### config.mk
export PLATFORM = sky130hd
export DESIGN_NAME = div_issue_stage
export DESIGN_NICKNAME = d
export VERILOG_FILES = /design/src/rtl/div_issue_stage.sv
export SDC_FILE = /design/constraint.sdc
export NUM_CORES = 1
export LEC_CHECK = 0
export BUFFER_PORTS_ARGS = -buffer_cell sky130_fd_sc_hd__buf_4
export CAP_MARGIN = 25
export CORE_ASPECT_RATIO = 0.8
export CORE_MARGIN = 1.5
export CORE_UTILIZATION = 56
export DETAILED_ROUTE_END_ITERATION = 6
export PLACE_DENSITY_LB_ADDON = 0.1
export SYNTH_ARGS = -nofsm -noshare
export SYNTH_HDL_FRONTEND = slang
export SYNTH_SLANG_ARGS = --single-unit
### constraint.sdc
create_clock -name clk -period 3.7 [get_ports clk]
set_input_delay 0.555 -clock clk [delete_from_list [all_inputs] [get_ports clk]]
set_output_delay 0.555 -clock clk [all_outputs]
set_load 0.1 [all_outputs]
### src/rtl/div_issue_stage.sv
`default_nettype none
// ============================================================================
// div_issue_stage : FIFO-buffered valid/ready issue stage around a comb. divider
// Revision 1.0
// ============================================================================
module div_issue_stage #(
    parameter int W      = 4,
    parameter int DEPTH  = 2,
    parameter int SETTLE = 1
) (
    input  logic                   clk,
    input  logic                   rst_n,
    input  logic                   in_valid,
    output logic                   in_ready,
    input  logic [W-1:0]           in_a,
    input  logic [W-1:0]           in_b,
    output logic [W-1:0]           div_a,
    output logic [W-1:0]           div_b,
    input  logic [W-1:0]           div_q,
    input  logic [W-1:0]           div_r,
    output logic                   out_valid,
    input  logic                   out_ready,
    output logic [W-1:0]           out_q,
    output logic [W-1:0]           out_r,
    output logic                   out_dz,
    output logic                   busy,
    output logic [$clog2(DEPTH):0] fifo_count
);
    localparam int AW = $clog2(DEPTH);
    localparam int CW = AW + 1;
    localparam int SW = $clog2(SETTLE + 1);
    localparam logic [CW-1:0] FULL_COUNT  = CW'(DEPTH);
    localparam logic [SW-1:0] SETTLE_INIT = SW'(SETTLE);
    localparam logic [SW-1:0] CNT_ONE     = SW'(1);

    typedef enum logic [1:0] {
        ST_IDLE   = 2'd0,
        ST_SETTLE = 2'd1,
        ST_STALL  = 2'd2
    } state_t;

    state_t         state;
    logic [SW-1:0]  settle_cnt;
    logic [AW-1:0]  wr_ptr;
    logic [AW-1:0]  rd_ptr;
    logic [2*W-1:0] mem [DEPTH];
    logic           push;
    logic           pop;
    logic           out_free;
    logic           capture;
    logic           fifo_empty;

    assign fifo_empty = (fifo_count == '0);
    assign in_ready   = (fifo_count < FULL_COUNT);
    assign push       = in_valid && in_ready;
    assign out_free   = !out_valid || out_ready;
    assign capture    = out_free &&
                        (((state == ST_SETTLE) && (settle_cnt == CNT_ONE)) ||
                         (state == ST_STALL));
    // Pop only from registered occupancy, so a pair pushed this cycle waits one edge.
    assign pop        = !fifo_empty && ((state == ST_IDLE) || capture);
    assign busy       = !fifo_empty || (state != ST_IDLE) || out_valid;

    always_ff @(posedge clk) begin
        if (push) begin
            mem[wr_ptr] <= {in_a, in_b};
        end
    end

    always_ff @(posedge clk or negedge rst_n) begin
        if (!rst_n) begin
            wr_ptr     <= '0;
            rd_ptr     <= '0;
            fifo_count <= '0;
        end else begin
            if (push) begin
                wr_ptr <= wr_ptr + AW'(1);
            end
            if (pop) begin
                rd_ptr <= rd_ptr + AW'(1);
            end
            case ({push, pop})
                2'b10:   fifo_count <= fifo_count + CW'(1);
                2'b01:   fifo_count <= fifo_count - CW'(1);
                default: fifo_count <= fifo_count;
            endcase
        end
    end

    always_ff @(posedge clk or negedge rst_n) begin
        if (!rst_n) begin
            state      <= ST_IDLE;
            settle_cnt <= '0;
            div_a      <= '0;
            div_b      <= '0;
            out_valid  <= 1'b0;
            out_q      <= '0;
            out_r      <= '0;
            out_dz     <= 1'b0;
        end else begin
            if (pop) begin
                {div_a, div_b} <= mem[rd_ptr];
                settle_cnt     <= SETTLE_INIT;
            end else if ((state == ST_SETTLE) && (settle_cnt != CNT_ONE)) begin
                settle_cnt <= settle_cnt - CNT_ONE;
            end

            if (capture) begin
                out_valid <= 1'b1;
                if (div_b != '0) begin
                    out_q  <= div_q;
                    out_r  <= div_r;
                    out_dz <= 1'b0;
                end else begin
                    // Divider output is meaningless for b == 0; report saturated quotient.
                    out_q  <= '1;
                    out_r  <= div_a;
                    out_dz <= 1'b1;
                end
            end else if (out_ready) begin
                out_valid <= 1'b0;
            end

            case (state)
                ST_IDLE: begin
                    if (pop) begin
                        state <= ST_SETTLE;
                    end
                end
                ST_SETTLE: begin
                    if (settle_cnt == CNT_ONE) begin
                        if (capture) begin
                            state <= pop ? ST_SETTLE : ST_IDLE;
                        end else begin
                            state <= ST_STALL;
                        end
                    end
                end
                ST_STALL: begin
                    if (capture) begin
                        state <= pop ? ST_SETTLE : ST_IDLE;
                    end
                end
                default: state <= ST_IDLE;
            endcase
        end
    end
endmodule
`default_nettype wire
==> summary.md <==
| Metric | Value |
|---|---|
| Area growth from synthesis to layout | 24.4% |
| Crit path cell chain | nor2_1 -> nor2b_2 -> a21oi_4 -> inv_1 -> ha_1 -> nor2_1 -> xnor2_1 |
| GP Congestion | 0.791 |
| EDFF count, synth | 16 |
| CP Capture Type | flop |
| Worst Setup Path Type | flop to flop |
| Port-buffer cells | 41 |
| Syn Std Cell Area | 0.00169 mm2 |
| Post-Route WL | 3010 um |
| Final min period | 1.96 ns |
| Status | finished clean |
| Final Skew | 0.00463 ns |
| Skew-Pair Late Insertion Delay | 0.29 ns |
| Max-cap violation count | 0 |
| Number of setup buffers added after CTS | 0 |
| CP required | 3.92 ns |
| Async set or reset register ratio after synthesis | 61.0% |
| Ranking of synthesized cells by area | dfrtp_1 (37%), edfxtp_1 (28%), mux2_2 (10%), nor2_1 (4.2%), xnor2_1 (2.6%) |
| Routed wire per std cell | 14.8 um |
| Ports | 42 |
| Final setup violating endpoints | 0 |
| PostCTS Resize Cnt | 0 |
| TritonCTS clock tree | done |
| Seq/Total Area, Yosys | 65.3% |
| Nets | 185 |
| Total core area | 0.00281 mm2 |
| Yosys cell types | 30 |
| Initial core utilization | 60.3% |
| CTS Buf Count | 5 |
| Yosys top cell by area | dfrtp_1 |
| Vias per Instance | 5.18 |
| Worst path bufs/invs | 1 |
| FF/Latch Area | 0.00111 mm2 |
| Synth top area share | 36.9% |
| Hold_buf cts | 0 |
| RSZ-0062 raised after global routing | no |
| Detailed Route Iter0 Violations | 37 |
| Largest net degree at the start of global routing | 26 |
| Worst-path clk slew | 0.07 ns |
| Primary FF master, synth | dfrtp_1 |
| Width of the die | 64.5 um |
| DR vias | 1,051 |
| Die area | 0.00337 mm2 |
| Die Ht | 52.2 um |
| Total grt overflow | 0 |
| Worst-path maximum fanout | 10 |
| Slew HR | 55.1% |
| Synthesis Warnings | 0 |
| Most frequent cells in the layout | buf_4 (41), dfrtp_1 (25), nor2_1 (19), edfxtp_1 (16), mux2_2 (15) |
| Global-route wire length before repair | 4920 um |
| CP most frequent cell | nor2_1 |
| Cells after Synth | 119 |
| Fmax | 0.509 GHz |
| Clock root buffer | clkbuf_8 |
| Min-Delay Path Class | input pin to async pin |
| Mapped Nets | 140 |
| Crit path DAT | 2.18 ns |
| Residual DRC | 0 |
| Detailed placement HPWL | 2220 um |
| Multi-input logic area | 554 um2 |
| CP max stage delay | 0.43 ns |
| Num rows | 17 |
| Period utilisation layout | 53.1% |
| Total negative setup slack | 0 ns |
| Fill cells | 199 |
| Initial DRT Pass Iterations | 4 |
| Total track usage | 20.5% |
| Max Slew Vio Count | 0 |
| Initial antenna violation count | 0 |
| Crit path max-delay family | simple AND/OR/NAND/NOR gates |
| Max clock buf depth | 2 |
| Slowest-stage cell, CP | dfrtp_1 |
| Share of cells above drive strength 1 | 42.4% |
| Commonest non-fill, non-tap cell in the layout | buf_4 |
| Avg Cell Area, Syn | 14.2 um2 |
| Final Hold Fails | 0 |
| Detail Route Antenna Nets | 0 |
| Clk sinks | 41 |
| Vias in the first global route | 1,071 |
| FF+latch count, synth | 41 |
| Startpoint Class | flop |
| Worst-Margin Slew | 0.671 ns |
| Antenna cells | 0 |
| H-tree depth | 2 |
[registers in the layout, indices dropped and copies added, names as in the netlist]
name	count
out_valid	1
mem	16
div_a	4
out_r	4
rd_ptr	1
div_b	4
fifo_count	2
settle_cnt	1
state	2
out_q	4
out_dz	1
wr_ptr	1
[logic make-up after synthesis]
logic type | Yosys count | synth area share [%]
flip-flops | 41 | 65.3
XOR/XNOR | 5 | 2.58
AND/OR/NAND/NOR | 31 | 9.53
adder cells (fa/ha/maj) | 1 | 0.738
multiplexers | 21 | 13.9
buffers and inverters | 6 | 1.99
AO/OA/AOI/OAI | 14 | 5.98
[Yosys cell counts (3+ instances only)]
cell,number
nor2_1,19
mux2i_1,4
a21oi_1,5
dfrtp_1,25
inv_1,3
nand2_1,3
a21oi_2,4
mux2_2,15
edfxtp_1,16
xnor2_1,5
[area by class of cell]
class	count	share of cell area, %
clock buffers	8	3.80
inverters	3	0.534
multi-input cells	72	26.3
flip-flops and latches	41	52.5
well taps	38	2.26
repair buffers	41	14.6
[metal layers]
metal	up-vias	global-route usage, %	part of all wire, %
met5	-	0	0
met4	0	7.45	0.90
met3	4	6.67	4.8
met2	25	35.2	52
met1	517	24.7	42
li1	505	-	-
[through the flow]
stage                     util (%)  hold WS, ns  std cells  cell area [um2]  setup slack (ns)
final                         75.0        0.152        203             2110              1.74
after global routing          75.0        0.173        203             2110              1.61
after CTS                     75.0        0.163        203             2110              1.74
after detailed placement      72.2        0.473        195             2030              1.54
after global placement        72.2        0.469        195             2030              1.64
after floorplan                  -        0.259        119             1690              1.11
[worst paths after layout]
path | cells after the start | slack (ns) | endpoint | from
min in group clk | 1 | 0.45 | mem[1][5] | in_a[1]
setup reg to reg | 7 | 1.74 | fifo_count[1] | fifo_count[0]
hold / removal | 1 | 0.15 | div_b[3] | rst_n
hold reg to reg | 1 | 0.52 | wr_ptr | wr_ptr
max in group asynchronous | 1 | 3.31 | rd_ptr | rst_n
setup / recovery | 7 | 1.74 | fifo_count[1] | fifo_count[0]
Power is not shown: default switching activity piles up to over one toggle a cycle in this logic, so the estimate is an artifact.
